`src/rtl/i2c_arbiter.sv`:
```
// rtl/i2c_arbiter.sv - round-robin arbiter and transaction sequencer sharing one I2C master
module i2c_arbiter #(
   parameter int NUM_REQ        = 4,
   parameter int TIMEOUT_CYCLES = 4096
) (
   input  logic                 clk,
   input  logic                 reset_n,
   input  logic [NUM_REQ-1:0]   req,
   input  logic [7*NUM_REQ-1:0] req_addr,
   input  logic [NUM_REQ-1:0]   req_rw,
   input  logic [8*NUM_REQ-1:0] req_wdata,
   output logic [NUM_REQ-1:0]   gnt,
   output logic [NUM_REQ-1:0]   done,
   output logic                 rsp_nack,
   output logic                 rsp_timeout,
   output logic [7:0]           rsp_rdata,
   output logic                 m_start,
   output logic                 m_abort,
   output logic [6:0]           m_addr,
   output logic                 m_rw,
   output logic [7:0]           m_wdata,
   input  logic                 m_busy,
   input  logic                 m_done,
   input  logic                 m_nack,
   input  logic [7:0]           m_rdata
);

   localparam int IDX_W = $clog2(NUM_REQ);
   localparam int CNT_W = $clog2(TIMEOUT_CYCLES);
   localparam logic [CNT_W-1:0] CNT_LAST = CNT_W'(TIMEOUT_CYCLES - 1);

   typedef enum logic [1:0] {S_IDLE, S_ISSUE, S_WAIT, S_RESP} state_t;

   state_t             state_q, state_d;
   logic [CNT_W-1:0]   cnt_q, cnt_d;
   logic [IDX_W-1:0]   last_q, last_d;
   logic [IDX_W-1:0]   win_q, win_d;
   logic [NUM_REQ-1:0] gnt_q, gnt_d;
   logic [NUM_REQ-1:0] done_q, done_d;
   logic               rsp_nack_q, rsp_nack_d;
   logic               rsp_timeout_q, rsp_timeout_d;
   logic [7:0]         rsp_rdata_q, rsp_rdata_d;
   logic               m_start_q, m_start_d;
   logic               m_abort_q, m_abort_d;
   logic [6:0]         m_addr_q, m_addr_d;
   logic               m_rw_q, m_rw_d;
   logic [7:0]         m_wdata_q, m_wdata_d;

   logic               pick_valid;
   logic [IDX_W-1:0]   pick_idx;
   logic [IDX_W:0]     cand;
   logic               expire;

   // Round-robin search: first active request at or after last winner + 1, wrapping.
   always_comb begin
      pick_valid = 1'b0;
      pick_idx   = '0;
      cand       = '0;
      for (int i = 1; i <= NUM_REQ; i++) begin
         cand = {1'b0, last_q} + (IDX_W+1)'(i);
         if (cand >= (IDX_W+1)'(NUM_REQ)) begin
            cand = cand - (IDX_W+1)'(NUM_REQ);
         end
         if (!pick_valid && req[cand[IDX_W-1:0]]) begin
            pick_valid = 1'b1;
            pick_idx   = cand[IDX_W-1:0];
         end
      end
   end

   assign expire = (cnt_q == CNT_LAST);

   // State and registered-output flops; reset leaves requester 0 with top priority.
   always_ff @(posedge clk or negedge reset_n) begin
      if (!reset_n) begin
         state_q       <= S_IDLE;
         cnt_q         <= '0;
         last_q        <= IDX_W'(NUM_REQ - 1);
         win_q         <= '0;
         gnt_q         <= '0;
         done_q        <= '0;
         rsp_nack_q    <= 1'b0;
         rsp_timeout_q <= 1'b0;
         rsp_rdata_q   <= '0;
         m_start_q     <= 1'b0;
         m_abort_q     <= 1'b0;
         m_addr_q      <= '0;
         m_rw_q        <= 1'b0;
         m_wdata_q     <= '0;
      end else begin
         state_q       <= state_d;
         cnt_q         <= cnt_d;
         last_q        <= last_d;
         win_q         <= win_d;
         gnt_q         <= gnt_d;
         done_q        <= done_d;
         rsp_nack_q    <= rsp_nack_d;
         rsp_timeout_q <= rsp_timeout_d;
         rsp_rdata_q   <= rsp_rdata_d;
         m_start_q     <= m_start_d;
         m_abort_q     <= m_abort_d;
         m_addr_q      <= m_addr_d;
         m_rw_q        <= m_rw_d;
         m_wdata_q     <= m_wdata_d;
      end
   end

   // Next-state: grant, wait for an idle master, wait for completion or expiry, respond.
   always_comb begin
      state_d = state_q;
      case (state_q)
         S_IDLE:  if (pick_valid) state_d = S_ISSUE;
         S_ISSUE: if (!m_busy) state_d = S_WAIT;
         S_WAIT:  if (m_done || expire) state_d = S_RESP;
         S_RESP:  state_d = S_IDLE;
         default: state_d = S_IDLE;
      endcase
   end

   // Output/datapath next values; m_done is checked before expiry so it wins a tie.
   always_comb begin
      cnt_d         = cnt_q;
      last_d        = last_q;
      win_d         = win_q;
      gnt_d         = gnt_q;
      done_d        = '0;
      rsp_nack_d    = rsp_nack_q;
      rsp_timeout_d = rsp_timeout_q;
      rsp_rdata_d   = rsp_rdata_q;
      m_start_d     = 1'b0;
      m_abort_d     = 1'b0;
      m_addr_d      = m_addr_q;
      m_rw_d        = m_rw_q;
      m_wdata_d     = m_wdata_q;
      case (state_q)
         S_IDLE: begin
            if (pick_valid) begin
               gnt_d     = NUM_REQ'(1) << pick_idx;
               win_d     = pick_idx;
               m_addr_d  = req_addr[7*pick_idx +: 7];
               m_rw_d    = req_rw[pick_idx];
               m_wdata_d = req_wdata[8*pick_idx +: 8];
            end
         end
         S_ISSUE: begin
            if (!m_busy) m_start_d = 1'b1;
         end
         S_WAIT: begin
            cnt_d = cnt_q + CNT_W'(1);
            if (m_done) begin
               done_d        = gnt_q;
               rsp_nack_d    = m_nack;
               rsp_rdata_d   = m_rdata;
               rsp_timeout_d = 1'b0;
            end else if (expire) begin
               done_d        = gnt_q;
               m_abort_d     = 1'b1;
               rsp_nack_d    = 1'b1;
               rsp_timeout_d = 1'b1;
               rsp_rdata_d   = '0;
            end
         end
         S_RESP: begin
            gnt_d  = '0;
            last_d = win_q;
            cnt_d  = '0;
         end
         default: ;
      endcase
   end

   assign gnt         = gnt_q;
   assign done        = done_q;
   assign rsp_nack    = rsp_nack_q;
   assign rsp_timeout = rsp_timeout_q;
   assign rsp_rdata   = rsp_rdata_q;
   assign m_start     = m_start_q;
   assign m_abort     = m_abort_q;
   assign m_addr      = m_addr_q;
   assign m_rw        = m_rw_q;
   assign m_wdata     = m_wdata_q;

endmodule

```
`config.mk`:
```
export PLATFORM = sky130hd
export DESIGN_NAME = i2c_arbiter
export DESIGN_NICKNAME = d
export VERILOG_FILES = /design/src/rtl/i2c_arbiter.sv
export SDC_FILE = /design/constraint.sdc
export NUM_CORES = 1
export LEC_CHECK = 0
export ABC_AREA = 1
export CORE_ASPECT_RATIO = 1.25
export CORE_MARGIN = 3
export CORE_UTILIZATION = 48
export DETAILED_ROUTE_END_ITERATION = 8
export GPL_TIMING_DRIVEN = 0
export PLACE_DENSITY = 0.86
export SYNTH_ARGS = -nofsm -noshare
export SYNTH_HDL_FRONTEND = slang
export SYNTH_SLANG_ARGS = --single-unit
```
`constraint.sdc`:
```
create_clock -name clk -period 4.8 [get_ports clk]
set_input_delay 0.72 -clock clk [delete_from_list [all_inputs] [get_ports clk]]
set_output_delay 0.72 -clock clk [all_outputs]
set_load 0.01 [all_outputs]
```
Word-level counts from Yosys, hierarchy flattened
Index checks and enable logic that the tools add are counted.
{"block": "classes", "addsub": 9, "multipliers": 1, "order_cmp": 9, "n_eq_ne": 7, "shifts": 3, "mux": 42, "reduce_logical": 15}
{"operator": "32-bit by 6-bit indexed part select with 8-bit output", "n": 1}
{"operator": "28-bit by 6-bit indexed part select with 7-bit output", "n": 1}
{"operator": "12-bit case mux with 2 select lines", "n": 1}
{"operator": "2-bit 2-to-1 mux", "n": 11}
{"operator": "1-bit 2-to-1 mux", "n": 17}
{"operator": "4-bit 2-to-1 mux", "n": 4}
{"operator": "8-bit 2-to-1 mux", "n": 2}
{"operator": "2-bit by 3-bit less-than comparator with 1-bit output (second input constant)", "n": 5}
{"operator": "12-bit by 1-bit adder with 12-bit output (second input constant)", "n": 1}
{"operator": "12-bit equality test (second input constant)", "n": 1}
{"operator": "3-bit >= comparator (second input constant)", "n": 4}
{"operator": "1-bit binary-select mux with 2-bit select", "n": 5}
{"operator": "2-bit case mux with 4 select lines", "n": 1}
{"operator": "4-bit case mux with 2 select lines", "n": 1}
{"operator": "2-bit by 1-bit subtractor with 2-bit output (second input constant)", "n": 4}
{"operator": "2-bit by 2-bit adder with 3-bit output (second input constant)", "n": 2}
{"operator": "2-bit inequality test (second input constant)", "n": 3}
{"operator": "2-bit AND reduction", "n": 3}
{"operator": "2-bit nonzero test", "n": 3}
{"operator": "3-bit by 2-bit multiplier with 5-bit output (first input constant)", "n": 1}
{"operator": "2-bit equality test (second input constant)", "n": 2}
{"operator": "1-bit by 2-bit << shifter with 4-bit output (first input constant)", "n": 1}
{"operator": "2-bit by 1-bit adder with 3-bit output (second input constant)", "n": 1}
{"operator": "2-bit by 3-bit adder with 3-bit output (second input constant)", "n": 1}
{"operator": "6 further kinds", "n": 10}
{"block": "word_totals", "reg_bits": 54, "input_bits": 81, "out_inout_bits": 36, "wordCells": 100}

Longest topological paths before layout
Gate-level depths: netlist of the first run.
{"block": "logic_depth", "ltp_word": 18, "ltp_mapped": 16, "mapped_depth_nobuf": 15}

Least setup slack after synthesis of the first run
No wires, ideal clock.
{"block": "synth_timing", "path_type": "input -> register", "from": "input port req[3]", "to": "register m_addr_q[2], in the netlist m_addr[2]", "setup_time_ns": 0.117, "arrival_ns": 1.834, "t_required_ns": 4.683, "path_slack_ns": 2.848, "cell_stages": 14, "n_path_buf": 2, "path_cell_list": "nand2_1 -> nand2_2 -> nand2_1 -> nand2_2 -> nor2_8 -> nand3_4 -> nor2_2 -> nor2_2 -> buf_6 -> buf_4 -> nand2_1 -> nand2_1 -> nand2_1 -> nand2_1"}
{"block": "synth_via", "elab_chain_cells": 14, "word_cells_on_any_way": 25, "classes_between": "1 x mul; 1 x shift; 16 x mux; 7 x reduce/logical"}
{"element": "from (decl)", "line_no": "8", "source": "input logic [NUM_REQ-1:0] req,"}
{"element": "1-bit binary-select mux with 2-bit select", "line_no": "64", "source": "if (!pick_valid && req[cand[IDX_W-1:0]]) begin"}
{"element": "1-bit 2-to-1 mux (implied by the code)", "line_no": "64"}
{"element": "1-bit 2-to-1 mux", "line_no": "64"}
{"element": "1-bit zero test", "line_no": "64"}
{"element": "1-bit logical AND", "line_no": "64"}
{"element": "1-bit 2-to-1 mux", "line_no": "64"}
{"element": "1-bit zero test", "line_no": "64"}
{"element": "1-bit logical AND", "line_no": "64"}
{"element": "1-bit 2-to-1 mux", "line_no": "64"}
{"element": "1-bit zero test", "line_no": "64"}
{"element": "1-bit logical AND", "line_no": "64"}
{"element": "2-bit 2-to-1 mux", "line_no": "64"}
{"element": "3-bit by 2-bit multiplier with 5-bit output", "line_no": "140", "source": "m_addr_d = req_addr[7*pick_idx +: 7];"}
{"element": "28-bit by 6-bit indexed part select with 7-bit output", "line_no": "140"}
{"element": "to (signal assigned)", "line_no": "102", "source": "m_addr_q <= m_addr_d;"}
{"element": "to (decl)", "line_no": "45", "source": "logic [6:0] m_addr_q, m_addr_d;"}
Parallel ways exist; a longest one is shown, timed or not. The select of a mux whose other input is x is not followed.
A chain may end at the register's enable or synchronous reset.

Worst setup path in the final report of the first run
{"block": "layout_timing", "from": "input port req[2]", "to": "register m_addr_q[1], in the netlist m_addr[1]"}
Same word-level chain as after synthesis.

==> metrics.yaml, run 1 <==
run_status:
  outcome: "finished clean"
clock_network:
  cts_resized: 0
  holdBufCountCts: 0
  cts_buffers: 5
  cts_tree: "done"
  cts_buffer_depth: 2
  cts_root_buf: "clkbuf_8"
  cts.clk_slew.worst_paths_ns: 0.10
  clkLatencyLatePin_ns: 0.31
  cts_setup_buffers: 0
  cts.sinks: 54
  htreeDepth: 2
critical_path:
  critical_path.endpoint_type: "flip-flop"
  r2r_slack_ns: 2.63
  cp-start-kind: "input pin"
  cp_data_required_time_ns: 5.06
  crit_arrival_ns: 2.71
  critPathKind: "in -> reg"
  cp_max_fo: 10
logic_synthesis:
  yosys-top-cells-area: "dfrtp_1, nand2_1, nand3_1"
  synth_top_area_share_pct: 41.06
  synth_cell_types: 30
  syn_area_per_cell_um2: 6.905
  ys_ff_latch: 54
  synth_edf_count: 0
  async_flop_share_pct: 100.0
  yosys_warnings: 0
  synthFlopType: "dfrtp_1"
  synth_nets: 545
  ys_seq_area_share_pct: 42.72
  yosysTopAreaCell: "dfrtp_1"
  synth.cell_area_um2: 3169
  synthCells: 459
finish:
  drive_gt1_share_pct: 7.021
  fill_cells: 531
  fin_cells: 669
  final_nets: 669
  final_cell_area_um2: 4551
  synthToLayoutAreaGrowth_pct: 43.58
  diodes: 0
routing:
  routed_wl_um: 9108
  first_pass_iters: 5
  viasPerCell: 5.099
  drc_errors: 0
  ant_nets: 0
  post_drt_wl_per_cell_um: 13.61
  num_vias: 3411
  drt-initial-drc-count: 236
timing:
  fin_tns_setup_ns: 0
  rsz0062_at_grt: "no"
  layout_min_cycle_time_ns: 2.452
  fin_skew_ns: 0.005667
  fin_ws_ns: 2.348
  worst_pin_slew_ns: 0.4818
  relSlewSlack_pct: 67.54
  fin_crit_sh_pct: 51.09
  holdWs_ns: 0.3373
  slew_violations: 0
  finalHoldViolations: 0
  setup_viol: 0
  max_freq_ghz: 0.4078
pwr:
  leakagePower_uw: 0.002280
  power_density_nw_per_um2: 645.7
  vdd_drop_max_uv: 337.4
die:
  floorplan.initialDensity_pct: 50.42
  core_area_um2: 6286
  io_pins: 117
  core.rowCount: 32
  die_area_um2: 7620
  die-height_um: 96.85
  die_w_um: 78.68
place:
  gp_congestion: 0.8654
  port_buffers: 116
  post-place-ws_ns: 2.055
  place_area_um2: 4452
  post-dp-hpwl_um: 7100
  placed_cells: 661
worst_hold_path:
  holdCritPathClass: "in -> async"
global_routing:
  antenna_found_initial: 0
  grt_max_degree: 36
  grt_pass1_wl_um: 15480
  grt_pass1_vias: 3329
  grtUsageTotal_pct: 25.03
  overflow: 0
run:
  max_cap_violations: 0
[kinds of logic after synthesis]
group / synth area share (%)
AOI/OAI and AO/OA: 5.961
adders and majority gates: 1.974
buffers and inverters: 7.342
DFF: 42.72
and+or+nand+nor: 42.01
[layer usage]
layer | track usage [%] | wire length [um] | up-vias
li1 | - | - | 1686
met1 | 30.98 | 3616 | 1600
met2 | 43.56 | 4833 | 101
met3 | 3.166 | 395 | 24
met4 | 9.960 | 263 | 0
met5 | 0 | 0 | -
[path summary, 6_finish.rpt]
check,start,endpoint,cells after the start
hold / removal,reset_n,rsp_rdata[1],1
setup reg to reg,last_q[0],m_addr[1],14
max in group asynchronous,reset_n,m_wdata[6],2
setup / recovery,req[2],m_addr[1],14
min in group clk,rsp_rdata[2],rsp_rdata[2],2
hold reg to reg,rsp_rdata[2],rsp_rdata[2],2
[registers in the layout (all words and copies together) (netlist names)]
register / count
done: 4
rsp_rdata: 8
state_q: 2
m_abort: 1
m_wdata: 8
gnt: 4
rsp_nack: 1
m_start: 1
m_rw: 1
m_addr: 7
win_q: 2
cnt_q: 12
last_q: 2
rsp_timeout: 1
[cell type report]
class / count / area (um2) / share of cell area (%)
Multi-Input combinational cell: 354 / 1583 / 34.78
Sequential cell: 54 / 1354 / 29.75
Timing Repair Buffer: 117 / 1176 / 25.85
Buffer: 20 / 116.4 / 2.557
Inverter: 31 / 116.4 / 2.557
Tap cell: 85 / 106.4 / 2.337
Clock buffer: 6 / 82.58 / 1.815
Clock inverter: 2 / 16.27 / 0.3574
[power by group]
part | leakage [uW] | internal, uW | switching, uW
sequential | 0.000696 | 621 | 102
clock | 0.0000478 | 119 | 155
combinational | 0.00154 | 770 | 1170
[layout by cell type, fill, tap and decap left out, types with 2 or more instances in the layout]
cell type and n:
buf_6 3, dfrtp_1 52, nand2_1 224, inv_2 4, o211ai_1 2, clkdlybuf4s50_1 115
buf_4 4, o22ai_1 4, clkbuf_8 6, nor3_1 2, ha_1 5, dfstp_2 2
buf_2 4, a21oi_1 6, clkbuf_1 9, nand2_4 3, nor2_2 2, o21ai_0 15
nand2_2 7, o221ai_1 2, nor2_1 24, inv_1 26, o21ai_1 2, nand3_1 50
[stage by stage]
| stage | power, uW | util [%] |
|---|---|---|
| 2_1_floorplan | 2007 | - |
| 3_3_place_gp | 2592 | 70.58 |
| 3_5_place_dp | 2653 | 70.82 |
| 4_1_cts | 2938 | 72.39 |
| 5_1_grt | 3235 | 72.39 |
| 6_report | 2938 | 72.39 |
[cell usage after synthesis, drive strengths merged, types with 4 or more instances]
master and n:
o22ai 4, nand3 51, nor2 27, ha 5, o21ai 17, a21oi 7, nand2 234, clkbuf 9
buf 11, dfrtp 52, inv 30
[worst max-delay path, stage by stage]
cell and delay [ns]:
clkdlybuf4s50_1 0.51, nand2_1 0.07, nand2_1 0.13, nand2_1 0.08
nand2_1 0.11, a21oi_2 0.07, nand2_2 0.15, clkbuf_1 0.40
nand3_1 0.14, nand2_1 0.09, nand2_1 0.05, nand2_1 0.08
nand2_1 0.05, nand2_1 0.05
(Power assumes the default switching activity.)
==> run 2, diff against run 1 <==
--- a/config.mk
+++ b/config.mk
@@ -8,10 +8,10 @@
 export ABC_AREA = 1
 export CORE_ASPECT_RATIO = 1.25
 export CORE_MARGIN = 3
-export CORE_UTILIZATION = 48
+export CORE_UTILIZATION = 45
 export DETAILED_ROUTE_END_ITERATION = 8
 export GPL_TIMING_DRIVEN = 0
-export PLACE_DENSITY = 0.86
+export PLACE_DENSITY = 0.81
 export SYNTH_ARGS = -nofsm -noshare
 export SYNTH_HDL_FRONTEND = slang
 export SYNTH_SLANG_ARGS = --single-unit
==> constraint.sdc (replaced) <==
create_clock -name clk -period 2.5 [get_ports clk]
set_input_delay 0.375 -clock clk [delete_from_list [all_inputs] [get_ports clk]]
set_output_delay 0.375 -clock clk [all_outputs]
set_load 0.01 [all_outputs]
==> metrics.yaml, run 2 (synthesis gave the netlist of run 1 again) <==
global_routing:
  grt_pass1_vias: 3234  # -2.9%
  grt_pass1_wl_um: 15100  # -2.4%
  grtUsageTotal_pct: 23.67  # -1.4 points
  overflow: 0  # unchanged
  grt_max_degree: 32  # -11%
  antenna_found_initial: 0  # unchanged
critical_path:
  crit_arrival_ns: 2.37  # -0.34 ns
  startpoint: "last_q[0]"
  critical_path.endpoint_type: "flip-flop"
  cp_max_fo: 10  # unchanged
  r2r_slack_ns: 0.33  # -2.30 ns
  r2r-start: "last_q[0]"
  r2r-end: "m_wdata[2]"
  rr_worst_depth: 12  # -2
  crit_end: "m_wdata[2]"
  cp_data_required_time_ns: 2.70  # -2.36 ns
  critPathKind: "reg -> reg"
  cp-start-kind: "flip-flop"
clock_network:
  cts_tree: "done"
  cts_resized: 0  # unchanged
  holdBufCountCts: 0  # unchanged
  cts_setup_buffers: 0  # unchanged
  cts.sinks: 54  # unchanged
  cts_root_buf: "clkbuf_8"
  cts_buffers: 5  # unchanged
  htreeDepth: 2  # unchanged
  cts_buffer_depth: 2  # unchanged
  clkLatencyLatePin_ns: 0.31  # about the same
  cts.clk_slew.worst_paths_ns: 0.10  # about the same
timing:
  worst_pin_slew_ns: 0.5507  # +0.06892 ns
  layout_min_cycle_time_ns: 2.171
  max_freq_ghz: 0.4606
  fin_skew_ns: 0.01344  # +0.007776 ns
  setup_viol: 0  # unchanged
  fin_ws_ns: 0.3290  # -2.019 ns
  finalHoldViolations: 0  # unchanged
  slew_violations: 0  # unchanged
  fin_crit_sh_pct: 86.84
  fin_tns_setup_ns: 0  # unchanged
  rsz0062_at_grt: "no"
  relSlewSlack_pct: 63.29  # -4.3 points
  holdWs_ns: 0.03562  # -0.3017 ns
finish:
  final_nets: 669  # unchanged
  fin_cells: 670  # +0.15%
  final_cell_area_um2: 4538  # -0.27%
  regMostFlops: "cnt_q"
  final_common_cell: "nand2_1"
  diodes: 0  # unchanged
  final_cell_mix: "nand2_1, clkdlybuf4s50_1, dfrtp_1"
  largest_register_ffs: 12  # unchanged
  drive_gt1_share_pct: 6.861  # -0.16 points
  synthToLayoutAreaGrowth_pct: 43.19
die:
  core.rowCount: 33  # +3.1%
  core_area_um2: 6689  # +6.4%
  io_pins: 117  # unchanged
  die-height_um: 99.83  # +3.1%
  die_area_um2: 8092  # +6.2%
  die_w_um: 81.06  # +3.0%
  floorplan.initialDensity_pct: 47.38  # -3.0 points
routing:
  num_vias: 3314  # -2.8%
  post_drt_wl_per_cell_um: 13.79  # +1.3%
  drt-initial-drc-count: 199  # -16%
  first_pass_iters: 4  # -1
  ant_nets: 0  # unchanged
  viasPerCell: 4.946  # -3.0%
  drc_errors: 0  # unchanged
  routed_wl_um: 9242  # +1.5%
place:
  port_buffers: 116  # unchanged
  gp_congestion: 0.8498  # -1.8%
  post-place-ws_ns: 0.1437  # -1.911 ns
  place_area_um2: 4454  # about the same
  post-dp-hpwl_um: 7277  # +2.5%
  placed_cells: 663  # +0.30%
worst_hold_path:
  holdCritPathClass: "in -> async"
run_status:
  outcome: "finished clean"
pwr:
  leakagePower_uw: 0.002269  # -0.51%
  power_density_nw_per_um2: 1231  # +91%
  vdd_drop_max_uv: 672.6  # +99%
run:
  max_cap_violations: 0  # unchanged
==> run 2: cell types whose count changed in the layout (fill, tap and decap cells not counted) <==
cell        delta
inv_6          -1
clkbuf_8       -1
clkinvlp_4     +1
==> run 2: worst max-delay path, stage by stage (launching register included) <==
cell      delay [ns]
dfstp_2         0.61
inv_2           0.11
nand2_1         0.10
nand2_2         0.07
nand2_2         0.10
nand2_4         0.09
nor2_8          0.12
nand3_1         0.08
nand2_1         0.15
clkinv_1        0.25
buf_2           0.27
nand2_1         0.08
nand2_1         0.06
==> run 2: how the worst min path moves through the flow <==
stage                       startpoint           end  depth (start not counted)  slack (ns)
final                          reset_n      rsp_nack                          1        0.04
after global routing           reset_n  rsp_rdata[1]                          1        0.07
after CTS                      reset_n  rsp_rdata[1]                          1        0.05
after detailed placement       reset_n  rsp_rdata[1]                          1        0.40
after global placement    rsp_rdata[6]  rsp_rdata[6]                          2        0.45
after floorplan                reset_n      cnt_q[0]                          0        0.08
==> run 2: final cells by class <==
cell class,count,area (um2)
Buffer,20,116.4
Multi-Input combinational cell,354,1583
Timing Repair Buffer,117,1176
Fill cell,571,2151
Tap cell,87,108.9
Clock buffer,5,68.82
Sequential cell,54,1354
Inverter,31,116.4
Clock inverter,2,15.01
==> run 2: per-stage QoR <==
stage                     utilization (%)  total power (uW)
after floorplan                         -              3853
after global placement              66.37              4994
after detailed placement            66.59              5105
after CTS                           67.85              5604
after global routing                67.85              6133
final                               67.85              5587
==> run 2: routing by layer <==
layer	vias up	track usage, %	wire length (um)
met5	-	0	0
met4	0	8.713	216
met3	17	2.693	368
met2	87	41.24	4909
met1	1528	29.84	3749
li1	1682	-	-
==> run 2: report_power, final <==
part           switching (uW)  internal [uW]
logic                    2250           1480
clock network             285            192
registers                 190           1190
==> run 3, diff against run 2 <==
--- a/config.mk
+++ b/config.mk
@@ -10,8 +10,9 @@
 export CORE_MARGIN = 3
 export CORE_UTILIZATION = 45
 export DETAILED_ROUTE_END_ITERATION = 8
+export GPL_ROUTABILITY_DRIVEN = 0
 export GPL_TIMING_DRIVEN = 0
-export PLACE_DENSITY = 0.81
+export PLACE_DENSITY_LB_ADDON = 0.1
 export SYNTH_ARGS = -nofsm -noshare
 export SYNTH_HDL_FRONTEND = slang
 export SYNTH_SLANG_ARGS = --single-unit
==> metrics.yaml, run 3 (synthesis gave the netlist of run 1 again) <==
critical_path:
  critical_path.endpoint_type: "flip-flop"
  cp_data_required_time_ns: 2.70  # about the same
  crit_arrival_ns: 2.42  # +0.05 ns
  critPathKind: "reg -> reg"
  cp-start-kind: "flip-flop"
  crit_slowest_cell: "dfstp_2"
  max_stage_delay_ns: 0.61  # about the same
  critical_path.top_delay_family: "simple AND/OR/NAND/NOR gates"
  path_cells: "inv_2, nand2_1, nand2_1, nand2_2, nand2_4, nor2_8, nand3_1, nand2_1, clkinv_1, buf_2, nand2_1, nand2_1"
  cp_num_buf_inv: 3  # unchanged
  cpMostUsedCell: "nand2_1"
  cp_max_fo: 10  # unchanged
clock_network:
  cts.clk_slew.worst_paths_ns: 0.10  # about the same
  cts_root_buf: "clkbuf_8"
  cts.sinks: 54  # unchanged
  cts_tree: "done"
  cts_buffer_depth: 2  # unchanged
  clkLatencyLatePin_ns: 0.31  # about the same
  htreeDepth: 2  # unchanged
  cts_resized: 0  # unchanged
  cts_buffers: 5  # unchanged
finish:
  largest_register_ffs: 12  # unchanged
  final_common_cell: "nand2_1"
  synthToLayoutAreaGrowth_pct: 44.02
  drive_gt1_share_pct: 7.009  # +0.15 points
  fin_cells: 672  # +0.30%
  regMostFlops: "cnt_q"
  final_cell_mix: "nand2_1, clkdlybuf4s50_1, dfrtp_1"
  final_nets: 670  # +0.15%
  fill_cells: 621  # +8.8%
  diodes: 0  # unchanged
global_routing:
  grtUsageTotal_pct: 23.38  # -0.29 points
  overflow: 0  # unchanged
  grt_max_degree: 42  # +31%
  grt_pass1_wl_um: 14810  # -1.9%
  antenna_found_initial: 0  # unchanged
  grt_pass1_vias: 3122  # -3.5%
die:
  core.rowCount: 33  # unchanged
  core_area_um2: 6689  # unchanged
  die_w_um: 81.06  # unchanged
  die_area_um2: 8092  # unchanged
  floorplan.initialDensity_pct: 47.38  # unchanged
  io_pins: 117  # unchanged
  die-height_um: 99.83  # unchanged
worst_hold_path:
  holdCritPathClass: "reg -> reg"
place:
  post-dp-hpwl_um: 6968  # -4.2%
  placed_cells: 663  # unchanged
  port_buffers: 116  # unchanged
  post-place-ws_ns: 0.09220  # -0.05148 ns
routing:
  ant_nets: 0  # unchanged
  drt-initial-drc-count: 198  # -0.50%
  first_pass_iters: 4  # unchanged
  drc_errors: 0  # unchanged
  post_drt_wl_per_cell_um: 13.35  # -3.2%
  num_vias: 3287  # -0.81%
  routed_wl_um: 8973  # -2.9%
  viasPerCell: 4.891  # -1.1%
run_status:
  outcome: "finished clean"
timing:
  fin_skew_ns: 0.01021  # -0.003228 ns
  layout_min_cycle_time_ns: 2.221  # +0.04976 ns
  fin_crit_sh_pct: 88.83  # +2.0 points
  max_freq_ghz: 0.4503  # -2.2%
  relSlewSlack_pct: 68.09  # +4.8 points
  setup_viol: 0  # unchanged
  rsz0062_at_grt: "no"
  fin_ws_ns: 0.2792  # -0.04976 ns
  fin_tns_setup_ns: 0  # unchanged
  slew_violations: 0  # unchanged
  finalHoldViolations: 0  # unchanged
  worst_pin_slew_ns: 0.4786  # -0.07204 ns
pwr:
  leakagePower_uw: 0.002288  # +0.85%
  power_density_nw_per_um2: 1230  # -0.12%
  vdd_drop_max_uv: 622.0  # -7.5%
run:
  max_cap_violations: 0  # unchanged
==> run 3: worst paths after layout <==
check	end	from	slack, ns	cells after the start
min reg2reg	rsp_rdata[1]	rsp_rdata[1]	0.48	2
max	m_wdata[0]	last_q[0]	0.28	12
min	rsp_rdata[1]	rsp_rdata[1]	0.48	2
max reg2reg	m_wdata[0]	last_q[0]	0.28	12
min in group asynchronous	m_wdata[4]	reset_n	0.51	2
max in group asynchronous	rsp_rdata[2]	reset_n	1.45	3
==> run 3: report_power, final <==
part	switching, uW	internal, uW	total [uW]
sequential	193	1190	1380
combinational	2230	1480	3710
clock	293	229	521
total	2710	2900	5610
==> run 3: timing repair <==
| item | in CTS | in global routing |
|---|---|---|
| buffers inserted | 0 | 0 |
| hold endpoints to repair | 11 | 0 |
| hold buffers | 1 | 0 |
==> run 3: layout make-up <==
class,count,area (um2),area share [%]
timing repair buffer,118,1186,25.99
clock buffer,6,82.58,1.809
buffer,20,116.4,2.549
multi-input combinational,354,1583,34.68
clock inverter,2,17.52,0.3838
tap,87,108.9,2.385
sequential,54,1354,29.66
inverter,31,116.4,2.549
==> run 3: per-layer routing <==
metal | up-vias | share of wire (%) | global-route usage [%]
li1 | 1688 | - | -
met1 | 1488 | 42 | 31.36
met4 | 0 | 1.3 | 5.722
met5 | - | 0 | 0
met3 | 7 | 6.6 | 3.321
met2 | 104 | 50 | 39.66
==> run 3: worst min-delay path: cells and delay by family (launching register included) <==
kind,cells,cell delay [ns]
flip-flops,1,0.35
AND/OR/NAND/NOR,2,0.10
==> run 3: per-stage QoR <==
stage	power, uW	util, %	hold slack (ns)	area [um2]
2_1_floorplan	3853	-	0.07941	3169
3_3_place_gp	5014	66.37	0.4551	4439
3_5_place_dp	5091	66.59	0.3123	4454
6_report	5612	68.24	0.4794	4564
5_1_grt	6180	68.24	0.5161	4564
4_1_cts	5638	68.24	0.4824	4564
